--- src/rtl/bootram_bus_ctrl_pkg.sv ---
// Shared definitions for the boot RAM bus controller.
//   NBYTES  : number of byte-lane banks behind one 32-bit word
//   state_t : controller sequencing states
package bootram_bus_ctrl_pkg;

   localparam int unsigned NBYTES = 4;

   typedef enum logic [2:0] {
      IDLE,
      RD_WAIT,
      RD_OREG,
      RESP,
      GAP
   } state_t;

endpackage

--- src/rtl/bootram_bus_ctrl.sv ---
// Boot RAM bus controller: PicoRV32 native-memory slave driving four 2Kx8
// single-port byte-lane banks (bank i holds byte lane i of each word).
// Ports:
//   clk, reset        system clock, asynchronous active-high reset
//   mem_s_valid       request valid (already address-decoded)
//   mem_s_ready       one-cycle completion pulse
//   mem_s_addr        byte address, bits [ADDR_W+1:2] select the word
//   mem_s_wdata       write data, byte lane i -> bank i
//   mem_s_wstrb       byte enables, all-zero means read
//   mem_s_rdata       read data, valid with ready and held afterwards
//   ram_ce            shared bank clock enable
//   ram_oce           shared bank output-register enable
//   ram_wre           per-bank write enable
//   ram_ad            shared bank word address
//   ram_din           bank write data, bank i on [8i+7:8i]
//   ram_dout          bank read data, bank i on [8i+7:8i]
// Parameters:
//   ADDR_W            word-address width per bank
//   OUT_REG           1 when banks use their output register (one extra read cycle)
module bootram_bus_ctrl
   import bootram_bus_ctrl_pkg::*;
#(
   parameter int unsigned ADDR_W  = 11,
   parameter bit          OUT_REG = 1'b0
) (
   input  logic                  clk,
   input  logic                  reset,
   input  logic                  mem_s_valid,
   output logic                  mem_s_ready,
   input  logic [31:0]           mem_s_addr,
   input  logic [31:0]           mem_s_wdata,
   input  logic [NBYTES-1:0]     mem_s_wstrb,
   output logic [31:0]           mem_s_rdata,
   output logic                  ram_ce,
   output logic                  ram_oce,
   output logic [NBYTES-1:0]     ram_wre,
   output logic [ADDR_W-1:0]     ram_ad,
   output logic [31:0]           ram_din,
   input  logic [31:0]           ram_dout
);

   state_t              state;
   state_t              state_nxt;
   logic [ADDR_W-1:0]   ad_q;
   logic [31:0]         din_q;
   logic [31:0]         rdata_q;
   logic                accept;
   logic                capture;

   // Address bits outside the word index are aliases by design.
   logic unused_addr_bits;
   assign unused_addr_bits = ^{mem_s_addr[31:ADDR_W+2], mem_s_addr[1:0]};

   assign accept  = (state == IDLE) && mem_s_valid;
   // Bank data is sampled one cycle after the access, or two with the output register.
   assign capture = (state == RD_OREG) || ((state == RD_WAIT) && !OUT_REG);
   assign mem_s_rdata = rdata_q;

   always_ff @(posedge clk or posedge reset) begin
      if (reset) begin
         state   <= IDLE;
         ad_q    <= '0;
         din_q   <= '0;
         rdata_q <= '0;
      end else begin
         state <= state_nxt;
         if (accept) begin
            ad_q  <= mem_s_addr[ADDR_W+1:2];
            din_q <= mem_s_wdata;
         end
         if (capture) begin
            rdata_q <= ram_dout;
         end
      end
   end

   always_comb begin
      state_nxt   = state;
      mem_s_ready = 1'b0;
      ram_ce      = 1'b0;
      ram_wre     = '0;
      ram_oce     = ~OUT_REG;
      ram_ad      = ad_q;
      ram_din     = din_q;
      case (state)
         IDLE: begin
            // Bank pins follow the request combinationally so the access
            // happens on the edge that accepts it.
            ram_ce  = mem_s_valid;
            ram_wre = mem_s_wstrb & {NBYTES{mem_s_valid}};
            ram_ad  = mem_s_addr[ADDR_W+1:2];
            ram_din = mem_s_wdata;
            if (mem_s_valid) begin
               state_nxt = (|mem_s_wstrb) ? RESP : RD_WAIT;
            end
         end
         RD_WAIT: begin
            if (OUT_REG) begin
               ram_oce   = 1'b1;
               state_nxt = RD_OREG;
            end else begin
               state_nxt = RESP;
            end
         end
         RD_OREG: state_nxt = RESP;
         RESP: begin
            mem_s_ready = 1'b1;
            state_nxt   = GAP;
         end
         // Master may still hold valid for one cycle after ready; skip it.
         GAP:     state_nxt = IDLE;
         default: state_nxt = IDLE;
      endcase
   end

endmodule

--- config.mk ---
export PLATFORM = sky130hd
export DESIGN_NAME = bootram_bus_ctrl
export DESIGN_NICKNAME = d
export VERILOG_FILES = /design/src/rtl/bootram_bus_ctrl_pkg.sv /design/src/rtl/bootram_bus_ctrl.sv
export SDC_FILE = /design/constraint.sdc
export NUM_CORES = 1
export LEC_CHECK = 0
export ABC_AREA = 1
export ABC_CLOCK_PERIOD_IN_PS = 2630
export BUFFER_PORTS_ARGS = -buffer_cell sky130_fd_sc_hd__buf_2
export CORE_MARGIN = 2
export CORE_UTILIZATION = 47
export CTS_CLUSTER_DIAMETER = 40
export DETAILED_ROUTE_END_ITERATION = 6
export PLACE_DENSITY_LB_ADDON = 0.15
export SLEW_MARGIN = 20
export SYNTH_ARGS = -nofsm -noshare
export SYNTH_HDL_FRONTEND = slang
export SYNTH_SLANG_ARGS = --single-unit
--- constraint.sdc ---
create_clock -name clk -period 2.63 [get_ports clk]
set_input_delay 0.263 -clock clk [delete_from_list [all_inputs] [get_ports clk]]
set_output_delay 0.263 -clock clk [all_outputs]
set_load 0.02 [all_outputs]
# Word-level counts from Yosys, hierarchy flattened
# Cells that the tools add are included.
[word_totals] reg_bits=78 input_bits=103 out_inout_bits=82 wordCells=22
[classes] eq_ne=4 muxes=8 bitwise=1 n_reduce_logical=5
[ops] cell="32-bit 2-to-1 mux" count=1
[ops] cell="11-bit 2-to-1 mux" count=1
[ops] cell="3-bit one-hot mux with 3 select lines" count=1
[ops] cell="3-bit by 2-bit == test with 1-bit output (second input constant)" count=2
[ops] cell="4-bit AND" count=1
[ops] cell="4-bit 2-to-1 mux" count=1
[ops] cell="4-bit OR reduction" count=1
[ops] cell="3-bit by 1-bit == test with 1-bit output (second input constant)" count=1
[ops] cell="3-bit zero test" count=1
[ops] cell="3-bit 2-to-1 mux" count=1
[ops] cell="1-bit 2-to-1 mux" count=2
[ops] cell="2-bit 2-to-1 mux" count=1
[ops] cell="2-bit != test (second input constant)" count=1
[ops] cell="2-bit OR reduction" count=1
[ops] cell="1-bit logical AND" count=1
[ops] cell="1-bit logical OR" count=1

# Depth between registers and ports, before layout
# Gate-level depths: netlist of the first run.
[depth] word_depth=4 ltp_mapped=6 mapped_depth_nobuf=5

# Worst setup path after synthesis of the first run
# Ideal clock, no wire load.
[synth_timing] kind="flip-flop to output port" startpoint="register state[2]" endpoint="output port ram_din[3]" t_arrival_ps=1187 required_ps=2367 slack_ps=1180 path_stages_with_launch=6 n_path_buf=2 cell_sequence="dfrtp_1 inv_2 buf_2 buf_1 nand3_1 nand2_1"
[synth_between] elab_chain_cells=2
[synth_rtl] element="start: declaration" line="bootram_bus_ctrl.sv:42" source="state_t state;"
[synth_rtl] element="start signal: assignment" line="bootram_bus_ctrl.sv:66" source="state <= state_nxt;"
[synth_rtl] element="3-bit zero test" line="bootram_bus_ctrl.sv:85" source="case (state)"
[synth_rtl] element="32-bit 2-to-1 mux" line="bootram_bus_ctrl.sv:85"
[synth_rtl] element="end: declaration" line="bootram_bus_ctrl.sv:38" source="output logic [31:0] ram_din,"
# Every way passes these cells.

# Worst setup path after layout of the first run
[layout_timing] startpoint="register state[0]" endpoint="output port ram_ad[2]"
[layout_between] elab_chain_cells=2
[layout_rtl] element="3-bit zero test" line="bootram_bus_ctrl.sv:85"
[layout_rtl] element="11-bit 2-to-1 mux" line="bootram_bus_ctrl.sv:85"
[layout_rtl] element="end: declaration" line="bootram_bus_ctrl.sv:37" source="output logic [ADDR_W-1:0] ram_ad,"
# Every way passes these cells.

==> out/summary.md, run 1 <==
• dfrtp_1 (50%), nand2_1 (24%), nand4_1 (12%), nand3_1 (5.7%), buf_2 (2.3%) — leading cell types by total area after synthesis
• 0.00693 W — total power consumption of the routed design
• 10200 um — Post-Route WL
• 24 — peak fanout along the critical path
• 0 — aggregate global routing overflow
• 78 — flip-flop and latch count after synthesis
• 94.8 um — Die Wd
• 0.00387 sq mm — summed instance area of the synthesized netlist
• 3526 — vias in the first global route
• flop — startpoint class of the critical path
• output pin — critical path capture point type
• mem_s_rdata[13] — capturing point of the worst reg2reg path
• state[0] — startpoint of the most critical setup path
• 7.60 sq um — per-instance average area after synthesis
• 0.00809 sq mm — Std-Cell Core Area
• 30.1% — sequential share of power
• 2 — buffer depth of the longest clock path
• 760 — filler-free cell count of the finished design
• 0.33 ns — worst skew pair latency
• 50.4% — share of Yosys cell area claimed by the top area cell type
• 29.6% — fraction of final layout cells sized beyond drive strength 1
• 0.797 — RD Place Congestion
• 0 ns — total negative slack
• nor2_4, buf_4, nand3_1, nand2_1, buf_2 — worst path cell trace
• 0 — count of final max-slew check failures
• 57.6% — Max-slew headroom
• 5.23 — number of vias per cell
• 185 — number of I/O pins
• 0.178 ns — final hold slack
• 0.00341 W — P_sw
• finished, final reports clean — outcome
• input pin to flop — worst min path class
• 743 — Placed Instances
• ram_ad[2] — CP Capture Point
• 6 — path depth of the worst reg2reg path
• 753 — final net count
• 78 — clock sinks
• false — unrepaired setup endpoints after global routing
• 0 — Max Cap Violations
• state[1] — FF-to-FF Start
• 27.6% — signed area change from the synthesized netlist to the final layout
• 0 — final setup fails
• 16 — Cell variety after synth
• 0.00880 ns — final clock skew
• 1.84 ns — Data arrival, critical path
• 5 — Crit path depth
• 47.9% — effective utilization at floorplan
• 33 — std cell rows
• 2 — crit path buf inv count
• 13.4 um — mean routed wirelength per cell
• 9 — number of buffers created by CTS
• 2.90 nW — Static Leak
• done — CTS tree
• 0 — number of hold violations in the final report
• 162 — number of buffer cells added on primary ports
• 0 — number of diodes added for antenna fixing
• 4 — first-pass iteration count of the detailed router
• 94.8 um — Die H
• 13.9% — clock share of power
• 0.475 GHz — maximum achievable frequency
• 49.3% — sw frac
• 0 — number of antenna violations at the first check in global routing
• flop to output pin — startpoint-to-endpoint class of the critical path
• 0.43 ns — maximum cell stage delay along the critical path
• 3 — H-tree depth
• 16200 um — wire length of the first global-routing pass
• simple AND/OR/NAND/NOR gates — largest delay contributor family on the critical path
• 0.00899 sq mm — Die Outline Area
• 54 — maximum number of pins on one net before global-route repair
• dfrtp_1 — cell with the largest stage delay on the worst path
• 0 — ANT nets after route
• 510 — Mapped Cells
• 1400 mW/mm^2 — P per Cell Area
• 3977 — number of vias after detailed routing
• 0 — total of warnings raised by yosys
• 56.0% — combinational share of power
• clkbuf_8 — clock root cell
• 0 — drc violations
• 0.00351 W — internal power of the cells
• 0 — PostCTS Resize Cnt
• 50.4% — sequential share of the synthesized area
• 613 — post-synthesis net count
• dfrtp_1 — Yosys top cell by area
• 80.0% — final worst path period share
• 61.1% — final standard cell utilization of the core
• 2.37 ns — required time worst endpoint
• 0.08 ns — clock-pin slew on the worst setup and hold paths
• 6610 um — detailed-placement wirelength estimate
• 0.96 ns — setup slack of the worst register-to-register path
• 22.7% — GRT Resource Usage Total
• 0.633 ns — transition time of the tightest slew-check pin
• 169 — count of routing violations after the opening detailed-route iteration
• 2.10 ns — fin crit period
• 0.000731 V — Worst IR Drop VDD
## cells in the final DEF (no fill, tap or decap)
| cell | instances |
|---|---|
| dfrtp_1 | 78 |
| nand2_2 | 1 |
| nand4_1 | 75 |
| nand3_1 | 44 |
| a21oi_1 | 1 |
| buf_4 | 10 |
| clkinv_4 | 1 |
| buf_12 | 2 |
| dlygate4sd3_1 | 1 |
| inv_1 | 5 |
| clkbuf_1 | 1 |
| nor2_1 | 10 |
| nand3_2 | 1 |
| clkinvlp_4 | 1 |
| clkbuf_8 | 9 |
| bufinv_16 | 2 |
| clkinv_2 | 4 |
| buf_2 | 162 |
| nand2_1 | 245 |
| conb_1 | 1 |
| nor2_4 | 1 |
## cells by family (layout without fill, tap and decap cells)
kind of cell	Yosys count	in the layout	synth area share [%]
buffers and inverters	53	198	6.20
AOI/OAI and AO/OA	1	1	0.129
DFF	78	78	50.4
and+or+nand+nor	377	377	43.2
other	1	1	0.0968
## worst min-delay path, cell delays in order
cell,delay (ns)
buf_2,0.08
nand4_1,0.08
nand2_1,0.07
## state kept, by name (all words and copies together), names as in the netlist
signal	cells
din_q	32
state	3
mem_s_rdata	32
ad_q	11
## per-layer routing
| layer | GRT usage, % | routed length (um) |
|---|---|---|
| met3 | 4.47 | 606 |
| met4 | 6.52 | 63 |
| met2 | 38.5 | 5070 |
| met5 | 0 | 0 |
| met1 | 29.6 | 4460 |
## worst min-delay path by stage
stage / start / endpoint / slack, ns / cells past startpoint
floorplan: mem_s_wdata[0] / din_q[0] / 0.41 / 2
global placement: reset / mem_s_rdata[23] / 0.34 / 2
detailed placement: reset / mem_s_rdata[25] / 0.35 / 2
CTS: ram_dout[0] / mem_s_rdata[0] / 0.16 / 3
global route: ram_dout[1] / mem_s_rdata[1] / 0.16 / 3
finish: ram_dout[25] / mem_s_rdata[25] / 0.18 / 3
## metrics by stage
step	worst slack, ns	cell area [sq um]
floorplan	0.372	3870
global placement	0.896	4720
detailed placement	0.867	4720
CTS	0.487	4940
global route	0.344	4940
finish	0.525	4940
## cell type report
type                    count  area [sq um]
clock buffers              10           128
clock inverters             6          86.3
fillers                   769          3150
inverters                   7          28.8
multi-input cells         379          1680
flip-flops and latches     78          1950
well taps                 105           131
repair buffers            175           936
## power groups by stage
stage | logic [W] | clock network (W) | registers [W]
finish | 0.00388 | 0.000960 | 0.00209
global route | 0.00431 | 0.00105 | 0.00215
CTS | 0.00393 | 0.000991 | 0.00208
detailed placement | 0.00392 | 0 | 0.00210
global placement | 0.00383 | 0 | 0.00208
floorplan | 0.00245 | 0 | 0.00237
## cells in the mapped netlist
cell and count:
a21oi_1 1, buf_1 8, buf_2 18, buf_4 5, clkbuf_1 15, conb_1 1, dfrtp_1 78, inv_1 6
inv_2 1, nand2_1 245, nand2_2 1, nand3_1 44, nand3_2 1, nand4_1 75, nor2_1 10, nor2_4 1
## timing repair
item	CTS	global route
endpoints found under the hold margin	31	0
hold buffers	1	0
setup buffers	0	0
Note: power is estimated with default switching activity, not from simulation.
==> inputs of run 2 (changes only) <==
ABC_CLOCK_PERIOD_IN_PS = 2100   (was 2630)
clock period = 2.1 ns   (was 2.63 ns; I/O delays follow)
==> run 2 against run 1 <==
Net effect:
- global-route usage fell by 0.18 points
- power grew 28%
- design area rose by 1.6%
- count of clock-buffer cells in the layout increased by 3
- critical path type unchanged
- critical endpoint is now ram_din[22]
- highest routed layer unchanged
==> out/summary.md, run 2 (same netlist as run 1, synthesis figures left out) <==
• finished, final reports clean — outcome, unchanged
• 15900 um — wire length of the first global-routing pass, was 16200 um
• 4 — first-pass iteration count of the detailed router, unchanged
• 4003 — number of vias after detailed routing, was 3977
• 78 — clock sinks, unchanged
• done — CTS tree, unchanged
• 1.89 ns — required time worst endpoint, was 2.37 ns
• 0 — aggregate global routing overflow, unchanged
• input pin to flop — worst min path class, unchanged
• 1.68 ns — Data arrival, critical path, was 1.84 ns
• 0.08 ns — clock-pin slew on the worst setup and hold paths, about the same
• 13.2 um — mean routed wirelength per cell, was 13.4 um
• 0.00899 sq mm — Die Outline Area, unchanged
• 0.208 ns — smallest setup slack after layout, was 0.525 ns
• 0 — Max Cap Violations, unchanged
• 0 — ANT nets after route, unchanged
• 3 — H-tree depth, unchanged
• 0 — PostCTS Resize Cnt, unchanged
• 0.000910 V — Worst IR Drop VDD, was 0.000731 V
• 33 — std cell rows, unchanged
• 0 — final setup fails, unchanged
• 0 — Post-CTS Repair Setup Buffers, unchanged
• 0.00809 sq mm — Std-Cell Core Area, unchanged
• nand2_1 (245), buf_2 (162), dfrtp_1 (78) — most frequent cells in the layout, unchanged
• 30.2% — fraction of final layout cells sized beyond drive strength 1, was 29.6%
• 5000 um — met2 wire length, was 5070 um
• output pin — critical path capture point type, unchanged
• dfrtp_1 — cell with the largest stage delay on the worst path, unchanged
• 0.612 ns — transition time of the tightest slew-check pin, was 0.633 ns
• 0.575 ns — worst slack after detailed placement, was 0.867 ns
• 22.5% — GRT Resource Usage Total, was 22.7%
• 0 — number of antenna violations at the first check in global routing, unchanged
• clkbuf_8 — clock root cell, unchanged
• 59.2% — Max-slew headroom, was 57.6%
• 0 — count of final max-slew check failures, unchanged
• nor2_4, buf_4, nand3_1, nand2_1, buf_2 — worst path cell trace, unchanged
• 1.89 ns — fin crit period
• 0 — number of hold violations in the final report, unchanged
• flop — startpoint class of the critical path, unchanged
• 1770 mW/mm^2 — P per Cell Area, was 1400 mW/mm^2
• nand2_1 — most common cell after layout, fill and taps aside, unchanged
• 5.22 — number of vias per cell, was 5.23
• 227 — count of routing violations after the opening detailed-route iteration, was 169
• 36 — peak fanout along the critical path, was 24
• 0.44 ns — maximum cell stage delay along the critical path, was 0.43 ns
• 29.6% — signed area change from the synthesized netlist to the final layout, was 27.6%
• 0 ns — total negative slack, unchanged
• 39 — maximum number of pins on one net before global-route repair, was 54
• 90.1% — final worst path period share
• met4 — highest routing layer actually used, unchanged
• 3476 — vias in the first global route, was 3526
• 94.8 um — Die H, unchanged
• 0.00476 sq mm — Post-Place Cell Area, was 0.00472 sq mm
• 162 — number of buffer cells added on primary ports, unchanged
• flop to output pin — startpoint-to-endpoint class of the critical path, unchanged
• false — unrepaired setup endpoints after global routing, unchanged
• 47.9% — effective utilization at floorplan, unchanged
• 9 — number of buffers created by CTS, unchanged
• 185 — number of I/O pins, unchanged
• 6930 um — detailed-placement wirelength estimate, was 6610 um
• 2.94 nW — Static Leak, was 2.90 nW
• 4300 um — length of routed wiring on met1, was 4460 um
• 10100 um — Post-Route WL, was 10200 um
• 0 — drc violations, unchanged
• 0.529 GHz — maximum achievable frequency
• 2 — buffer depth of the longest clock path, unchanged
• 0.00502 sq mm — final instance area, was 0.00494 sq mm
• 0.00577 ns — final clock skew, was 0.00880 ns
• 0.35 ns — worst skew pair latency, was 0.33 ns
• 0 — number of diodes added for antenna fixing, unchanged
• 760 — final net count, was 753
• 94.8 um — Die Wd, unchanged
• 683 um — met3 WL post-DR, was 606 um
• 0.788 — RD Place Congestion, was 0.797
[run 2: cell count changes in the layout (fill, tap and decap cells not counted)]
cell / change
buf_12: -1
clkbuf_8: +2
clkbuf_1: +1
clkinv_4: -1
buf_4: +8
bufinv_16: +1
clkinv_2: -3
[run 2: path summary, 6_finish.rpt]
check / from / depth (start not counted) / slack (ns) / endpoint
worst max-delay path: state[0] / 5 / 0.21 / ram_din[22]
worst min-delay path: ram_dout[26] / 3 / 0.11 / mem_s_rdata[26]
worst max register to register: state[0] / 6 / 0.57 / ad_q[1]
worst min register to register: mem_s_rdata[11] / 2 / 0.47 / mem_s_rdata[11]
max in group asynchronous: reset / 4 / 1.06 / din_q[29]
min in group asynchronous: reset / 3 / 0.44 / mem_s_rdata[26]
[run 2: power breakdown]
part	internal [W]	total (W)	switching, W
clock network	0.000857	0.00139	0.000535
logic	0.00153	0.00487	0.00334
registers	0.00223	0.00261	0.000380
[run 2: area by class of cell]
cell class,count,area (sq um)
repair buffers,182,976
flip-flops and latches,78,1950
inverters,7,31.3
clock inverters,3,90.1
clock buffers,13,159
fillers,739,3070
multi-input cells,379,1680
well taps,105,131
[run 2: metrics by stage]
stage | std cells | hold slack (ns) | utilization (%) | total power, W
after detailed placement | 750 | 0.284 | 58.9 | 0.00755
final | 767 | 0.114 | 62.1 | 0.00887
after global routing | 767 | 0.106 | 62.1 | 0.00959
after CTS | 767 | 0.106 | 62.1 | 0.00895
after floorplan | 510 | 0.362 | - | 0.00604
after global placement | 750 | 0.280 | 58.9 | 0.00742
[run 2: critical path, delay by kind of cell (launching register included)]
kind	cells	cell delay, ns
buf+inv	2	0.50
flops	1	0.44
simple gates	3	0.38
[run 2: timing repair]
| item | in CTS | in global routing |
|---|---|---|
| hold buffers | 1 | 0 |
| hold endpoints to repair | 20 | 0 |
| endpoints found under the setup margin | 0 | 0 |
[run 2: layer usage]
layer,up-vias,GRT usage (%)
met5,-,0
met1,1863,30.0
met2,151,36.7
met4,0,7.97
li1,1976,-
met3,13,4.47
